--- config.mk ---
export PLATFORM = sky130hd
export DESIGN_NAME = dram_request_queue
export DESIGN_NICKNAME = d
export VERILOG_FILES = /design/src/rtl/dram_request_queue.sv
export SDC_FILE = /design/constraint.sdc
export NUM_CORES = 2
export LEC_CHECK = 0
export CAP_MARGIN = 15
export CORE_ASPECT_RATIO = 0.6
export CORE_MARGIN = 2
export CORE_UTILIZATION = 45
export CTS_BUF_LIST = sky130_fd_sc_hd__clkbuf_8
export DETAILED_ROUTE_END_ITERATION = 8
export SYNTH_ARGS = -nofsm -noshare
export SYNTH_HDL_FRONTEND = slang
export SYNTH_SLANG_ARGS = --single-unit
--- constraint.sdc ---
create_clock -name clock -period 6.3 [get_ports clock]
set_input_delay 1.26 -clock clock [delete_from_list [all_inputs] [get_ports clock]]
set_output_delay 1.26 -clock clock [all_outputs]
set_load 0.03 [all_outputs]
--- src/rtl/dram_request_queue.sv ---
// In-order request queue between the trace parser and the DRAM command scheduler.
// A circular buffer exposes its oldest entry along with a per-entry residency age.
module dram_request_queue #(
  parameter int unsigned QUEUE_SIZE    = 16,
  parameter int unsigned ADDRESS_WIDTH = 33,
  parameter int unsigned AGE_WIDTH     = 20
) (
  input  logic                         clock,
  input  logic                         reset,
  input  logic                         in_op_ready_s,
  input  logic [1:0]                   in_opcode,
  input  logic [ADDRESS_WIDTH-1:0]     in_address,
  input  logic [31:0]                  in_time_cpu,
  input  logic                         head_pop,
  output logic                         queue_full,
  output logic                         queue_empty,
  output logic [$clog2(QUEUE_SIZE):0]  occupancy,
  output logic                         head_valid,
  output logic [1:0]                   head_opcode,
  output logic [ADDRESS_WIDTH-1:0]     head_address,
  output logic [31:0]                  head_time_cpu,
  output logic [AGE_WIDTH-1:0]         head_age,
  output logic                         drop_error
);

  localparam int unsigned PtrW = $clog2(QUEUE_SIZE);
  localparam int unsigned CntW = PtrW + 1;
  localparam logic [1:0] OpNop = 2'd3;
  localparam logic [AGE_WIDTH-1:0] AgeMax = '1;

  logic [PtrW-1:0]          rd_ptr_q, wr_ptr_q;
  logic [CntW-1:0]          count_q, count_d;
  logic                     drop_error_q;
  logic [QUEUE_SIZE-1:0]    valid_q;
  logic [AGE_WIDTH-1:0]     age_q    [QUEUE_SIZE];
  logic [1:0]               opcode_q [QUEUE_SIZE];
  logic [ADDRESS_WIDTH-1:0] addr_q   [QUEUE_SIZE];
  logic [31:0]              time_q   [QUEUE_SIZE];

  logic is_full, is_empty, real_op, do_pop, do_push, overflow;

  always_comb begin
    is_full  = (count_q == CntW'(QUEUE_SIZE));
    is_empty = (count_q == '0);
    real_op  = in_op_ready_s && (in_opcode != OpNop);
    do_pop   = head_pop && !is_empty;
    // A pop in the same cycle frees a slot, so a full queue can still accept.
    do_push  = real_op && (!is_full || do_pop);
    overflow = real_op && !do_push;
  end

  always_comb begin
    count_d = count_q;
    unique case ({do_push, do_pop})
      2'b10:   count_d = count_q + CntW'(1);
      2'b01:   count_d = count_q - CntW'(1);
      default: count_d = count_q;
    endcase
  end

  always_ff @(posedge clock) begin
    if (reset) begin
      rd_ptr_q     <= '0;
      wr_ptr_q     <= '0;
      count_q      <= '0;
      drop_error_q <= 1'b0;
    end else begin
      count_q <= count_d;
      if (do_push) wr_ptr_q <= wr_ptr_q + PtrW'(1);
      if (do_pop)  rd_ptr_q <= rd_ptr_q + PtrW'(1);
      if (overflow) drop_error_q <= 1'b1;
    end
  end

  // Per-entry valid and age; a slot both popped and refilled this cycle restarts at age 0.
  always_ff @(posedge clock) begin
    if (reset) begin
      valid_q <= '0;
      for (int i = 0; i < QUEUE_SIZE; i++) age_q[i] <= '0;
    end else begin
      for (int i = 0; i < QUEUE_SIZE; i++) begin
        if (do_push && (wr_ptr_q == PtrW'(i))) begin
          valid_q[i] <= 1'b1;
          age_q[i]   <= '0;
        end else if (do_pop && (rd_ptr_q == PtrW'(i))) begin
          valid_q[i] <= 1'b0;
        end else if (valid_q[i] && (age_q[i] != AgeMax)) begin
          age_q[i] <= age_q[i] + AGE_WIDTH'(1);
        end
      end
    end
  end

  always_ff @(posedge clock) begin
    if (do_push && !reset) begin
      opcode_q[wr_ptr_q] <= in_opcode;
      addr_q[wr_ptr_q]   <= in_address;
      time_q[wr_ptr_q]   <= in_time_cpu;
    end
  end

  always_comb begin
    queue_full    = is_full;
    queue_empty   = is_empty;
    occupancy     = count_q;
    head_valid    = !is_empty;
    drop_error    = drop_error_q;
    head_opcode   = OpNop;
    head_address  = '0;
    head_time_cpu = '0;
    head_age      = '0;
    if (!is_empty) begin
      head_opcode   = opcode_q[rd_ptr_q];
      head_address  = addr_q[rd_ptr_q];
      head_time_cpu = time_q[rd_ptr_q];
      head_age      = age_q[rd_ptr_q];
    end
  end

endmodule

; Word-level counts from Yosys, hierarchy flattened
; Memories as Yosys holds them, arrays and structs flattened. A register that Yosys moved wholly into a read port is not among the register bits.
; Index checks and enable logic that the tools add are counted.
[op_classes]
muxes = 209
reduce_logical = 78
eq_ne = 50
n_addsub = 20
n_bitwise = 32
[ops]
columns = op, n
row1 = two-way mux 20 bit, 33
row2 = "adder 20 x 1 -> 20 bit, second input constant", 16
row3 = "!= test 20 bit, second input constant", 16
row4 = two-way mux 1 bit, 164
row5 = "equality test 4 bit, second input constant", 16
row6 = logical AND 1 bit, 53
row7 = nonzero test 2 bit, 17
row8 = two-way mux 33 bit, 1
row9 = "equality test 4 x 3 -> 1 bit, second input constant", 8
row10 = two-way mux 32 bit, 1
row11 = two-way mux 4 bit, 8
row12 = OR 1 bit, 32
row13 = "equality test 4 x 2 -> 1 bit, second input constant", 4
row14 = case mux 5 bit (2 select lines), 1
row15 = "adder 4 x 1 -> 4 bit, second input constant", 2
row16 = "equality test 4 x 1 -> 1 bit, second input constant", 2
row17 = zero test 4 bit, 2
row18 = "adder 5 x 1 -> 5 bit, second input constant", 1
row19 = "equality test 5 bit, second input constant", 1
row20 = zero test 5 bit, 1
row21 = "subtractor 5 x 1 -> 5 bit, second input constant", 1
row22 = zero test 1 bit, 4
row23 = "equality test 2 x 1 -> 1 bit, second input constant", 1
row24 = "equality test 2 bit, second input constant", 1
row25 = other kinds (3), 3
[totals]
register_bits = 30
wordCells = 413
ramBits = 1392
input_bits = 71
output_inout_bits = 96
n_memories = 4
[memory_table]
columns = memory, depth, width, rd, rd_ports_with_merged_regs, wr, line_no
row1 = addr_q, 16, 33, 1, 1, 1, 37  ; logic [ADDRESS_WIDTH-1:0] addr_q [QUEUE_SIZE];
row2 = time_q, 16, 32, 1, 1, 1, 38  ; logic [31:0] time_q [QUEUE_SIZE];
row3 = age_q, 16, 20, 17, 1, 16, 35  ; logic [AGE_WIDTH-1:0] age_q [QUEUE_SIZE];
row4 = opcode_q, 16, 2, 1, 1, 1, 36  ; logic [1:0] opcode_q [QUEUE_SIZE];

; Depth between registers and ports, before layout
[logic_depth]
word_depth = 11
depth_mapped = 10
ltp_nobuf = 10

; Worst setup path after synthesis
; OpenSTA, ideal clock, no wires.
[synth_path]
path_type = input port to flip-flop
start = input port head_pop
end = memory addr_q[6][0], enable pin
t_arrival_ps = 5005
setup_ps = 493
path_slack_ps = 802
t_required_ps = 5807
n_path_buf = 2
path_stages = 5
path_cell_list = buf_2 > nand2b_1 > buf_1 > o2111ai_1 > nor2_1
[synth_between]
elab_chain_cells = 6
[synth_lines]
columns = item, line_no
row1 = from (decl), 14  ; input logic head_pop,
row2 = logical AND 1 bit, 46  ; do_pop = head_pop && !is_empty;
row3 = logical OR 1 bit, 48  ; do_push = real_op && (!is_full || do_pop);
row4 = logical AND 1 bit, 48
row5 = logical AND 1 bit, 95  ; if (do_push && !reset) begin
row6 = two-way mux 1 bit, 95
row7 = two-way mux 1 bit (not written as such), 97  ; addr_q[wr_ptr_q] <= in_address;
row8 = to (decl), 37
; No other way between the ends.

; Worst setup path in the final report
[layout_path]
start = register count_q[0] (netlist: occupancy[0])
end = output port head_address[31]
[layout_between]
elab_chain_cells = 2
[layout_lines]
columns = item, line_no
row1 = from (decl), 32  ; logic [CntW-1:0] count_q, count_d;
row2 = from (signal assigned), 68  ; count_q <= count_d;
row3 = zero test 5 bit, 44  ; is_empty = (count_q == '0);
row4 = two-way mux 33 bit, 112  ; if (!is_empty) begin
row5 = to (decl), 20  ; output logic [ADDRESS_WIDTH-1:0] head_address,
; No other way between the ends.

==> run metrics <==
dominant synthesized flop cell=edfxtp_1; Slew HR=11.3%; Starting DRT DRC Count=3,977; post-synthesis async set-or-reset flop share=0%; die height=293 µm; Syn Nets=3,917; Yosys warning count=0; Reg2Reg Setup Slack=between 2 and 3 ns; Hold Violations, Final=0; fin cells=6,078; Mapped Cells=around 3,800; static leakage=approximately 22 nW; Worst Setup End Kind=primary output; first-pass GRT wire length=234,000 µm; GR Util met2=30.1%; hpwl dp=96,800 µm; cts repair resizes=0; synth top area cells=edfxtp_1 67%, mux4_2 11%, mux2i_1 3.1%, xor2_1 2.5%, nor2_1 2.4%; CP Class=flip-flop to primary output; Hold WC Path Type=flip-flop to flip-flop; CP Cell Sequence=nor4_2, nand2b_1, nand2_4, buf_4, nor3b_1, a221o_1, clkdlybuf4s50_1; DIE AREA=0.142 mm²; Clk Latency, worst-skew pair=0.92 ns; Max VDD drop=roughly 380 µV; layout cells sized above 1=between 10% and 20%; wire length per cell=roughly 26 µm; initial antenna violation count=14; met3 global-route usage=5.26%; clock sink total=1,426; Netlist cell types=65; Inst Count DP=5,702; max incr delay on CP=0.75 ns; total track usage=between 20% and 30%; Post-synth EDFFs=1,392; CP Launch Type=flip-flop; TritonCTS buffer count=207; top cell type's share of synthesized area=66.9%; nets=4,193; CTS tree=yes; vias in the first global route=34,500; Final min period=5.99 ns; most frequent cells in the layout=1,392 x edfxtp_1, 383 x nor2_1, 293 x mux4_2, 210 x clkbuf_8, 194 x mux2i_1; Cell Area, Synth=0.0625 mm²; largest net degree at the start of global routing=about 140; Power Dens Cells=342 mW/mm²; die width=485 µm; Setup Fix Bufs, Post-CTS=0; via/cell ratio=5.84; Starting Density=between 40% and 50%; cell taking the most area after synthesis=edfxtp_1; status=finished, final reports clean; RSZ-0062 raised after global routing=no; FP Rows=approximately 110; #FFs+latches synth=1,426; DR pass1 iterations=5; Final period util=95.1%; largest fanout on the critical path=53; Seq/Total Area, Yosys=68.0%; core area=about 0.14 mm²; Tightest Pin Transition=1.32 ns; H-tree levels=4; Slew Viols, Final=0; Top Ports=roughly 170; Routed WL=159,000 µm; via count=between 30,000 and 40,000; Clock Skew=0.0636 ns; hold buffers post-CTS=0; filler cell count=11,300; RD Place Congestion=0.845; MaxCap Viol Count=0; clock transition at the registers of the reported paths=0.06 ns; Critical Path AT=4.73 ns; clk root buf=clkbuf_8; Avg Cell Area, Syn=between 15 and 20 µm²; commonest non-fill, non-tap cell in the layout=edfxtp_1; GR peak layer=met1; slowest CP cell=buf_4; # port buffers=166; fmax=0.167 GHz; CP Data Required Time=approximately 5.0 ns; Setup TNS=0 ns; clock tree buffer depth=3; Post-DRT Antenna Nets=0; Final setup violation count=0; met1 usage=a little over a third; Syn-to-layout area delta=12.9%; GRT overflow=0; Residual DRC=0
## flip-flops by register name, indices dropped and copies added (netlist names), named ones only
name and flops:
addr_q 528, age_q 320, drop_error 1, occupancy 5, opcode_q 32, rd_ptr_q 4, time_q 512, valid_q 16
wr_ptr_q 4
## routing by layer
layer | share of wire [%] | vias to the layer above
li1 | - | 15700
met4 | 2.3 | 10
met5 | 0.038 | -
met1 | 48 | 18300
met2 | 41 | 1368
met3 | 8.7 | 223
## synthesized netlist by cell type, types with 29 or more instances
cell / count
edfxtp_1: 1392
mux2i_1: 194
o21ai_0: 62
xor2_1: 175
nor2_1: 399
xnor2_1: 114
and3_1: 37
nor3_1: 36
mux2_2: 92
dfxtp_1: 34
buf_2: 31
inv_1: 40
o22ai_1: 84
nand2_1: 127
clkbuf_1: 95
nand3_1: 146
nand4_1: 59
o211ai_1: 29
buf_1: 54
a21oi_1: 75
mux4_2: 293
a211oi_1: 49
## logic make-up (layout without fill, tap and decap cells)
logic type,Yosys count,count (layout),synth area share [%]
fa+ha+maj,28,28,0.572
mux,579,579,15.3
flops,1426,1426,68.0
simple gates,919,919,6.95
compound gates,351,351,3.65
buf+inv,226,664,1.50
other cells,0,3,0
xor+xnor,289,289,4.05
## area by class of cell
cell class | instances | area, µm² | area share (%)
multi-input cells | 2166 | 19200 | 27.3
flip-flops and latches | 1426 | 42500 | 60.2
clock buffers | 210 | 2890 | 4.10
clock inverters | 161 | 843 | 1.19
inverters | 40 | 150 | 0.213
repair buffers | 253 | 2670 | 3.78
diodes | 3 | 7.51 | 0.0106
well taps | 1819 | 2280 | 3.23
## power by group
part	switching, mW	leakage (nW)	internal (mW)	total [mW]
logic	3.67	6.20	2.68	6.34
clock network	3.64	2.16	3.25	6.89
registers	0.268	13.2	10.6	10.9
total	7.58	21.6	16.5	24.1
## worst max-delay path, delay by kind of cell, from the launching register on
family,cells,cell delay [ns]
simple gates,4,1.66
buf+inv,2,1.38
flops,1,0.39
compound gates,1,0.37
## stage by stage
stage / total power, mW / util, % / hold WS, ns / setup WS, ns / instance area [µm²]
3_3_place_gp: 17.4 / 48.6 / 0.487 / 1.33 / 66800
4_1_cts: 24.4 / 51.4 / 0.508 / 0.213 / 70500
3_5_place_dp: 17.4 / 48.6 / 0.498 / 1.27 / 66800
2_1_floorplan: 15.1 / - / 0.462 / 0.802 / 62500
6_report: 24.1 / 51.4 / 0.519 / 0.306 / 70600
5_1_grt: 25.1 / 51.4 / 0.565 / 0.0501 / 70600
## path summary, 6_finish.rpt
kind                                   start          endpoint  depth (start not counted)
worst min register to register    valid_q[2]        valid_q[2]                          2
worst max-delay path            occupancy[0]  head_address[31]                          7
worst min-delay path              valid_q[2]        valid_q[2]                          2
worst max register to register  occupancy[0]      age_q[10][2]                          5
(Power assumes the default switching activity.)
